<file path="src/rtl/voice_incr_bank.sv">
// voice_incr_bank
//   Per-voice phase-increment register bank for the DDS voice array.
//   A write routes one M-bit tuning word (plus gate bit) into the shadow
//   register of the selected voice and marks it pending; a commit applies
//   every pending shadow to the active outputs in one cycle.
//
//   Optional feature macro: DDS_VOICE_GLIDE_EN
//     defined   - commit sets a per-voice target; each tick steps the
//                 active word toward it by GLIDE_STEP, clamping at target.
//     undefined - commit loads the active word directly; tick is ignored
//                 and gliding is tied low.
//
// Ports
//   clk        system clock, rising edge
//   rst_n      asynchronous active-low reset
//   in         tuning word to load
//   sel        target voice index
//   gate_in    gate value loaded with the word
//   wr         write strobe (samples in/sel/gate_in)
//   commit     apply all pending shadow values
//   tick       glide step strobe
//   incr_flat  active words, voice k at [k*M +: M]
//   gate_out   active gate per voice
//   pending    shadow of voice k written since last commit
//   sel_err    sticky: a wr arrived with sel >= N
//   gliding    any voice has active != target
module voice_incr_bank #(
  parameter int M          = 12,
  parameter int N          = 4,
  parameter int SW         = 2,
  parameter int GLIDE_STEP = 16
) (
  input  logic           clk,
  input  logic           rst_n,
  input  logic [M-1:0]   in,
  input  logic [SW-1:0]  sel,
  input  logic           gate_in,
  input  logic           wr,
  input  logic           commit,
  input  logic           tick,
  output logic [N*M-1:0] incr_flat,
  output logic [N-1:0]   gate_out,
  output logic [N-1:0]   pending,
  output logic           sel_err,
  output logic           gliding
);

  logic [M-1:0] shadow [N];
  logic [M-1:0] active [N];
  logic [N-1:0] sgate;

  int unsigned sel_i;
  logic        sel_ok;

  always_comb begin
    sel_i  = int'(sel);
    sel_ok = (sel_i < N);
  end

`ifdef DDS_VOICE_GLIDE_EN
  localparam logic [M-1:0] STEP = M'(GLIDE_STEP);

  logic [M-1:0] target [N];

  // Step a toward t by STEP, landing exactly on t when within one step.
  function automatic logic [M-1:0] glide_next(input logic [M-1:0] a,
                                              input logic [M-1:0] t);
    if (t > a)      return ((t - a) <= STEP) ? t : a + STEP;
    else if (a > t) return ((a - t) <= STEP) ? t : a - STEP;
    else            return a;
  endfunction

  always_comb begin
    gliding = 1'b0;
    for (int unsigned k = 0; k < N; k++)
      if (active[k] != target[k]) gliding = 1'b1;
  end
`else
  logic unused_tick;
  assign unused_tick = tick;
  assign gliding     = 1'b0;
`endif

  always_ff @(posedge clk or negedge rst_n) begin
    if (!rst_n) begin
      for (int unsigned k = 0; k < N; k++) begin
        shadow[k] <= '0;
        active[k] <= '0;
`ifdef DDS_VOICE_GLIDE_EN
        target[k] <= '0;
`endif
      end
      sgate    <= '0;
      gate_out <= '0;
      pending  <= '0;
      sel_err  <= 1'b0;
    end else begin
`ifdef DDS_VOICE_GLIDE_EN
      // Tick uses the pre-edge target, so a same-cycle commit retargets
      // only from the next tick onward.
      if (tick)
        for (int unsigned k = 0; k < N; k++)
          active[k] <= glide_next(active[k], target[k]);
`endif
      if (commit) begin
        sel_err <= 1'b0;
        for (int unsigned k = 0; k < N; k++) begin
          if (pending[k]) begin
            gate_out[k] <= sgate[k];
`ifdef DDS_VOICE_GLIDE_EN
            target[k]   <= shadow[k];
`else
            active[k]   <= shadow[k];
`endif
            pending[k]  <= 1'b0;
          end
        end
      end
      // Placed after commit so a same-cycle write re-arms pending and an
      // out-of-range write re-sets sel_err.
      if (wr) begin
        if (sel_ok) begin
          for (int unsigned k = 0; k < N; k++) begin
            if (sel_i == k) begin
              shadow[k]  <= in;
              sgate[k]   <= gate_in;
              pending[k] <= 1'b1;
            end
          end
        end else begin
          sel_err <= 1'b1;
        end
      end
    end
  end

  always_comb begin
    incr_flat = '0;
    for (int unsigned k = 0; k < N; k++)
      incr_flat[k*M +: M] = active[k];
  end

endmodule
</file>
<file path="config.mk">
export PLATFORM = sky130hd
export DESIGN_NAME = voice_incr_bank
export DESIGN_NICKNAME = d
export VERILOG_FILES = /design/src/rtl/voice_incr_bank.sv
export SDC_FILE = /design/constraint.sdc
export NUM_CORES = 1
export LEC_CHECK = 0
export BUFFER_PORTS_ARGS = -buffer_cell sky130_fd_sc_hd__buf_2
export CORE_UTILIZATION = 52
export CTS_CLUSTER_DIAMETER = 80
export DETAILED_ROUTE_END_ITERATION = 16
export PLACE_DENSITY = 0.76
export SLEW_MARGIN = 20
export SYNTH_ARGS = -nofsm -noshare
export SYNTH_HDL_FRONTEND = slang
export SYNTH_SLANG_ARGS = --single-unit
</file>
<file path="constraint.sdc">
create_clock -name clk -period 2.45 [get_ports clk]
set_input_delay 0.3675 -clock clk [delete_from_list [all_inputs] [get_ports clk]]
set_output_delay 0.3675 -clock clk [all_outputs]
set_load 0.01 [all_outputs]
</file>
==> flow_summary.yaml, run 1 <==
grt:
  grt_pass1_wl_um: 11560
  grt_max_degree: 57
  overflow: 0
  first_global_vias: 2269
  antenna_found_initial: 0
  grt_usage_pct: 18.89
timing:
  maxSlewViolCount: 0
  rsz0062_at_grt: "no"
  setup_tns_ps: 0
  setup_viol: 0
  worst_slack_ps: 960.9
  layout_worst_path_cycle_share_pct: 60.78
  hold_viol_final: 0
  tightest_slew_ps: 788.6
  finClkSkew_ps: 9.175
  fmax_mhz: 671.6
  period_minus_slack_ps: 1489
  slew_headroom_pct: 47.27
logic_synthesis:
  netlist_area_sq_mm: 0.004034
  synth_area_per_cell_sq_um: 16.88
  ys_ff_latch: 108
  yosys_warnings: 0
  synth_cell_types: 12
  synthCells: 239
  yosysSeqAreaShare_pct: 67.00
critical_path:
  cp.arrival_ps: 1740
  crit_fanout: 13
  cp.required_ps: 2700
  critPathLaunchType: "register"
  cp.depth: 2
  worst_path_largest_cell_delay_ps: 560
  cp_slowest_cell: "nand2_1"
  worst-path-buf-inv: 0
  path_cells: "nand2_1 > mux2_2"
  rr_worst_depth: 2
  end_kind: "register"
  cp_top_family: "simple AND/OR/NAND/NOR gates"
  crit_type: "register to register"
detailed_routing:
  vias: 2202
  drt_iter0_drc: 51
  ant_nets: 0
  post_drt_wl_per_cell_um: 17.02
  drc: 0
  vias_per_cell: 5.181
  first_pass_iters: 4
  drt_wl_total_um: 7235
clocking:
  clock_path_buffers: 2
  ctsResizeCount: 0
  cts_max_level: 3
  tritoncts: "yes"
  cts.sinks: 108
  root_buffer: "clkbuf_8"
  insertion_delay_ps: 360
  clkTransAtPathRegs_ps: 100
  holdBufCountCts: 1
  cts.repair_timing.setup_buffer_count: 0
  cts_buffers: 9
outcome:
  status: "finished, final reports clean"
die:
  initial_utilization_pct: 54.74
  ios: 78
  core_area_sq_mm: 0.007370
  die_h_um: 90.08
  die-width_um: 90.08
  row_count: 31
  die_area_sq_mm: 0.008114
cells_and_area:
  diodes: 0
  syn_to_final_growth_pct: 18.49
  final_nets: 341
  finalNonFillerCells: 425
  fin_util_pct: 64.86
  drive_gt1_share_pct: 61.04
place:
  place_hpwl_um: 4841
  io_buffers: 74
  gp_congestion: 0.7071
  pre_cts_slack_ps: 641.6
  dp.cells: 408
worst_hold_path:
  hold_depth: 2
  hold_class: "input pin to register"
pwr:
  leakagePower_nw: 2.256
  ir_drop_v: 0.0005379
  power_density_mw_per_mm2: 1028
  total_power_mw: 4.915
run:
  maxCapViolations: 0
logic make-up (layout without fill, tap and decap cells):
family,Yosys count,count (layout),share of synthesized area (%)
other cells,1,2,0.09296
flops,108,108,67.00
compound gates,4,4,0.5583
mux,104,104,29.03
buf+inv,14,100,1.985
simple gates,8,8,1.333
final cells by class:
class                      count  area (sq um)
tap                           99         123.9
sequential                   108          2703
timing repair buffer          80         432.9
multi-input combinational    118          1255
fill                         574          2590
clock inverter                 4         95.09
inverter                       4         15.01
clock buffer                  12         155.1
path summary, 6_finish.rpt:
check                                start            end  slack, ps
worst max-delay path            pending[2]  incr_flat[30]        960
min in group asynchronous            rst_n  incr_flat[39]        510
max in group asynchronous            rst_n  incr_flat[45]       1290
worst min register to register   shadow[4]  incr_flat[40]        500
worst max register to register  pending[2]  incr_flat[30]        960
worst min-delay path                 in[9]      shadow[9]        280
metal layers:
metal  vias up  global-route usage [%]  part of all wire (%)
met5         -                       0                     0
met4         0                   8.602                   1.8
met3        10                   4.146                   4.5
met2        53                   32.70                    51
met1      1143                   22.58                    42
li1        996                       -                     -
sequential cells by signal, indices dropped and copies added, names as in the netlist:
name and count:
incr_flat 48, shadow 48, sgate 4, gate_out 4, pending 4
placed cells by master, fill, tap and decap left out, drive strengths merged:
master and instances:
nand2 4, bufinv 3, buf 79, nor3b 1, mux2 104, nand3 1
clkinv 1, nand3b 2, o21ai 3, a21o 1, dlygate4sd3 1, clkbuf 12
conb 2, dfrtp 108, inv 4
cell usage after synthesis (all sizes together):
cell type    n  area share, %
nand3b       2           0.37
buf         10            1.6
o21ai        3           0.37
inv          4           0.37
a21o         1           0.19
mux2       104             29
conb         1          0.093
dfrtp      108             67
nor3b        1           0.47
nand2        4           0.37
nand3        1           0.12
power breakdown:
group	total [mW]	internal [mW]	switching [mW]
registers	2.51	2.27	0.238
logic	1.12	0.614	0.505
clock network	1.28	0.734	0.550
stage by stage:
stage	hold WS, ps	area, sq um
finish	277.0	4780
global route	280.6	4780
CTS	272.2	4780
detailed placement	370.2	4519
global placement	360.4	4519
floorplan	71.91	4038
worst reg2reg max path, delay by kind of cell (launching register included):
family	cells	cell delay, ps
simple gates	1	560
flops	1	400
mux	1	430
(Power assumes the default switching activity.)
==> run 2: changes to the inputs <==
--- a/config.mk
+++ b/config.mk
@@ -6,10 +6,10 @@
 export NUM_CORES = 1
 export LEC_CHECK = 0
 export BUFFER_PORTS_ARGS = -buffer_cell sky130_fd_sc_hd__buf_2
-export CORE_UTILIZATION = 52
+export CORE_UTILIZATION = 49
 export CTS_CLUSTER_DIAMETER = 80
 export DETAILED_ROUTE_END_ITERATION = 16
-export PLACE_DENSITY = 0.76
+export PLACE_DENSITY = 0.75
 export SLEW_MARGIN = 20
 export SYNTH_ARGS = -nofsm -noshare
 export SYNTH_HDL_FRONTEND = slang
==> constraint.sdc (replaced) <==
create_clock -name clk -period 1.3 [get_ports clk]
set_input_delay 0.195 -clock clk [delete_from_list [all_inputs] [get_ports clk]]
set_output_delay 0.195 -clock clk [all_outputs]
set_load 0.01 [all_outputs]
==> run 2 against run 1 <==
  * Die area increased by 6.0%
  * Critical path type unchanged
  * Global-route usage shrank 0.94 points
  * Flip-flop and latch count unchanged
  * Hold slack worse by 160 ps
  * Final area is 2.1% higher
  * Highest routed layer unchanged
  * Routed wire length shrank 2.9%
  * Total power up 84%
  * Fmax increased by 27%
  * Setup slack worse by 830 ps
==> flow_summary.yaml, run 2 (synthesis gave the netlist of run 1 again) <==
clocking:
  cts_max_level: 3
  root_buffer: "clkbuf_8"
  clock_path_buffers: 2
  cts_buffers: 9
  insertion_delay_ps: 350
  clkTransAtPathRegs_ps: 90
  tritoncts: "yes"
  ctsResizeCount: 0
  cts.sinks: 108
run:
  maxCapViolations: 0
grt:
  grt_max_degree: 46
  grt_usage_pct: 17.96
  overflow: 0
  first_global_vias: 2248
  grt_pass1_wl_um: 11520
  antenna_found_initial: 0
cells_and_area:
  drive_gt1_share_pct: 62.50
  syn_to_final_growth_pct: 20.94
  diodes: 0
  final_nets: 351
  layout_commonest_cell: "dfrtp_1"
  layout_common_cells: "108 x dfrtp_1, 104 x mux2_2, 73 x buf_2"
timing:
  hold_viol_final: 0
  maxSlewViolCount: 0
  setup_tns_ps: 0
  setup_viol: 0
  period_minus_slack_ps: 1173
  fmax_mhz: 852.6
  rsz0062_at_grt: "no"
  finClkSkew_ps: 6.910
  layout_worst_path_cycle_share_pct: 90.22
critical_path:
  critPathLaunchType: "register"
  cp_slowest_cell: "dfrtp_1"
  worst_path_largest_cell_delay_ps: 410
  cp.arrival_ps: 1420
  end_kind: "register"
  cp_top_family: "flip-flops"
  path_cells: "nand2_1 > buf_4 > mux2_2"
  crit_type: "register to register"
  worst-path-buf-inv: 1
  crit_fanout: 9
  cp.required_ps: 1550
die:
  row_count: 32
  initial_utilization_pct: 51.40
  die_area_sq_mm: 0.008599
  die_h_um: 92.73
  ios: 78
  die-width_um: 92.73
  core_area_sq_mm: 0.007848
detailed_routing:
  drt_wl_total_um: 7026
  vias_per_cell: 5.096
  drt_iter0_drc: 63
  drc: 0
  post_drt_wl_per_cell_um: 16.04
  first_pass_iters: 4
  vias: 2232
  ant_nets: 0
pwr:
  seqPwrFrac_pct: 52.3
  p_sw_share_pct: 27.44
  power_density_mw_per_mm2: 1856
  power_frac_clock_pct: 24.3
  ir_drop_v: 0.0009121
  pwr-share-comb_pct: 23.4
  p_int_mw: 6.572
  total_power_mw: 9.057
  switching_power_mw: 2.485
  leakagePower_nw: 2.307
place:
  gp_congestion: 0.7130
  place_hpwl_um: 5039
  io_buffers: 74
outcome:
  status: "finished, final reports clean"
worst_hold_path:
  hold_class: "input pin to register"
==> run 2: cell count changes in the layout (fill, tap and decap cells not counted), sizes merged <==
cell and change:
clkinv +1, bufinv -1, buf +10, inv +3, clkbuf -3
==> run 2: area by class of cell <==
type | count | area, sq um
fillers | 648 | 2969
clock buffers | 9 | 123.9
clock inverters | 7 | 96.34
inverters | 4 | 15.01
well taps | 102 | 127.6
repair buffers | 90 | 558.0
flip-flops and latches | 108 | 2703
multi-input cells | 118 | 1255
==> run 2: path summary, 6_finish.rpt <==
kind                                from            end  slack, ps  cells past startpoint
max                           pending[0]   incr_flat[8]        130                      3
min                                in[8]     shadow[32]        120                      2
max reg2reg                   pending[0]   incr_flat[8]        130                      3
min reg2reg                incr_flat[23]  incr_flat[23]        510                      1
max in group asynchronous          rst_n  incr_flat[20]        510                      3
min in group asynchronous          rst_n   incr_flat[7]        260                      2
==> run 2: metal layers <==
metal | GRT usage [%] | vias to the layer above | routed length, um
met5 | 0 | - | 0
li1 | - | 1017 | -
met2 | 28.15 | 52 | 3380
met1 | 23.94 | 1156 | 3154
met3 | 4.926 | 7 | 392
met4 | 6.923 | 0 | 98
==> run 2: timing repair <==
action,CTS,global route
endpoints found under the hold margin,20,0
endpoints found under the setup margin,0,0
hold buffers,1,0
setup buffers,0,0
==> run 2: stage by stage <==
stage | area [sq um] | hold slack, ps | utilization (%) | setup slack [ps] | std cells
after floorplan | 4038 | -100.6 | - | 73.76 | 240
after detailed placement | 4648 | 109.1 | 59.23 | 58.58 | 421
final | 4878 | 116.2 | 62.17 | 127.1 | 438
after global routing | 4878 | 103.7 | 62.17 | 68.86 | 438
after CTS | 4878 | 94.11 | 62.17 | 123.2 | 438
after global placement | 4648 | 105.5 | 59.23 | 92.80 | 421
==> run 2: power groups by stage <==
stage	clock network (mW)	logic (mW)	registers, mW
after floorplan	0	0.906	5.04
after global placement	0	2.10	4.78
after detailed placement	0	2.16	4.82
after CTS	2.27	2.17	4.75
after global routing	2.39	2.31	4.85
final	2.20	2.12	4.73
==> run 3: changes to the inputs <==
--- a/config.mk
+++ b/config.mk
@@ -6,10 +6,10 @@
 export NUM_CORES = 1
 export LEC_CHECK = 0
 export BUFFER_PORTS_ARGS = -buffer_cell sky130_fd_sc_hd__buf_2
-export CORE_UTILIZATION = 49
+export CORE_UTILIZATION = 52
 export CTS_CLUSTER_DIAMETER = 80
 export DETAILED_ROUTE_END_ITERATION = 16
-export PLACE_DENSITY = 0.75
+export PLACE_DENSITY = 0.76
 export SLEW_MARGIN = 20
 export SYNTH_ARGS = -nofsm -noshare
 export SYNTH_HDL_FRONTEND = slang
==> constraint.sdc (replaced) <==
create_clock -name clk -period 1.47 [get_ports clk]
set_input_delay 0.2205 -clock clk [delete_from_list [all_inputs] [get_ports clk]]
set_output_delay 0.2205 -clock clk [all_outputs]
set_load 0.01 [all_outputs]
==> run 3 against run 2 <==
  * Total power decreased by 11%
  * Combinational power decreased by 10%
  * Clock power decreased by 12%
  * Fmax increased by 0.87%
  * Hold slack improved by 28 ps
  * Setup slack improved by 180 ps
  * Die area decreased by 5.6%
  * Final area increased by 0.54%
  * Final cell count decreased by 0.46%
  * Critical endpoint is now incr_flat[28]
==> flow_summary.yaml, run 3 (synthesis gave the netlist of run 1 again) <==
outcome:
  status: "finished, final reports clean"
critical_path:
  cp_top_family: "flip-flops"
  cp-endpoint: "incr_flat[28]"
  worst-path-buf-inv: 1
  cp.depth: 3
  cp.required_ps: 1710
  cp.arrival_ps: 1400
  rr_startpoint: "pending[2]"
  worst_path_largest_cell_delay_ps: 420
  regToRegEndpoint: "incr_flat[28]"
  crit_fanout: 7
  cp_slowest_cell: "dfrtp_1"
  crit_type: "register to register"
  critPathLaunch: "pending[2]"
  rr_worst_depth: 3
  end_kind: "register"
  critPathLaunchType: "register"
  path_cells: "nand2_1 > buf_4 > mux2_2"
  r2r_slack_ps: 310
detailed_routing:
  vias_per_cell: 5.099
  ant_nets: 0
  drt_wl_total_um: 7436
  post_drt_wl_per_cell_um: 17.06
  drt_iter0_drc: 74
  drc: 0
  vias: 2223
  first_pass_iters: 4
cells_and_area:
  fill_cells: 545
  layout_common_cells: "108 x dfrtp_1, 104 x mux2_2, 73 x buf_2"
  final_nets: 352
  multi_input_area_sq_mm: 0.001255
  syn_to_final_growth_pct: 21.59
  seqCellArea_sq_mm: 0.002703
  layout_commonest_cell: "dfrtp_1"
  finalNonFillerCells: 436
  diodes: 0
  drive_gt1_share_pct: 62.02
  fin_util_pct: 66.55
clocking:
  cts.sinks: 108
  holdBufCountCts: 1
  ctsResizeCount: 0
  clock_path_buffers: 2
  clkTransAtPathRegs_ps: 100
  cts_max_level: 3
  root_buffer: "clkbuf_8"
  tritoncts: "yes"
  insertion_delay_ps: 360
  cts_buffers: 9
  cts.repair_timing.setup_buffer_count: 0
pwr:
  power_density_mw_per_mm2: 1638
  switching_power_mw: 2.177
  p_sw_share_pct: 27.10
  pwr-share-comb_pct: 23.7
  ir_drop_v: 0.0007089
  power_frac_clock_pct: 24.1
  leakagePower_nw: 2.315
  seqPwrFrac_pct: 52.2
  p_int_mw: 5.856
timing:
  worst_slack_ps: 307.2
  setup_tns_ps: 0
  fmax_mhz: 860.0
  hold_viol_final: 0
  layout_worst_path_cycle_share_pct: 79.10
  finClkSkew_ps: 8.229
  setup_viol: 0
  maxSlewViolCount: 0
  rsz0062_at_grt: "no"
  period_minus_slack_ps: 1163
place:
  gp_congestion: 0.6864
  place_hpwl_um: 5234
  dp.cells: 419
  io_buffers: 74
  pre_cts_slack_ps: 241.3
die:
  die_area_sq_mm: 0.008114
  die_h_um: 90.08
  die-width_um: 90.08
  initial_utilization_pct: 54.74
  ios: 78
  core_area_sq_mm: 0.007370
  row_count: 31
grt:
  antenna_found_initial: 0
  grt_max_degree: 28
  grt_pass1_wl_um: 12180
  first_global_vias: 2296
  grt_usage_pct: 19.88
  overflow: 0
run:
  maxCapViolations: 0
worst_hold_path:
  hold_class: "input pin to register"
run 3: changes by cell type in the layout (fill, tap and decap cells not counted), sizes merged:
cell      delta
clkbuf       +3
inv          -3
buf          +1
clkinv       -1
clkinvlp     +1
run 3: routing by layer:
| layer | GRT usage (%) | wire length (um) |
|---|---|---|
| met1 | 26.73 | 3349 |
| met3 | 3.807 | 271 |
| met5 | 0 | 0 |
| met4 | 7.661 | 107 |
| met2 | 32.25 | 3708 |
run 3: stage by stage:
stage / area, sq um / hold slack (ps) / total power [mW]
after floorplan: 4038 / -75.09 / 5.259
after global placement: 4677 / 127.4 / 6.093
after detailed placement: 4677 / 128.8 / 6.198
after CTS: 4905 / 133.2 / 8.148
after global routing: 4905 / 135.1 / 8.480
final: 4905 / 144.5 / 8.033
run 3: cell type report:
cell class,instances,share of cell area [%]
repair buffers,91,12.04
well taps,99,2.526
clock inverters,4,1.480
clock buffers,12,2.959
flip-flops and latches,108,55.10
inverters,4,0.3061
multi-input cells,118,25.59
run 3: worst min path at each step:
stage                     startpoint             to  slack, ps  cells past startpoint
after floorplan                rst_n    gate_out[0]        -80                      0
after global placement         rst_n  incr_flat[39]        130                      1
after detailed placement       rst_n      shadow[3]        130                      1
after CTS                    gate_in       sgate[1]        130                      2
after global routing          in[10]     shadow[34]        140                      2
final                          in[9]      shadow[9]        140                      2
run 3: power groups by stage:
stage / Sequential (mW) / Combinational, mW / Clock [mW]
5_1_grt: 4.31 / 2.06 / 2.11
4_1_cts: 4.20 / 1.94 / 2.00
6_report: 4.19 / 1.90 / 1.94
3_3_place_gp: 4.23 / 1.87 / 0
2_1_floorplan: 4.46 / 0.801 / 0
3_5_place_dp: 4.27 / 1.93 / 0
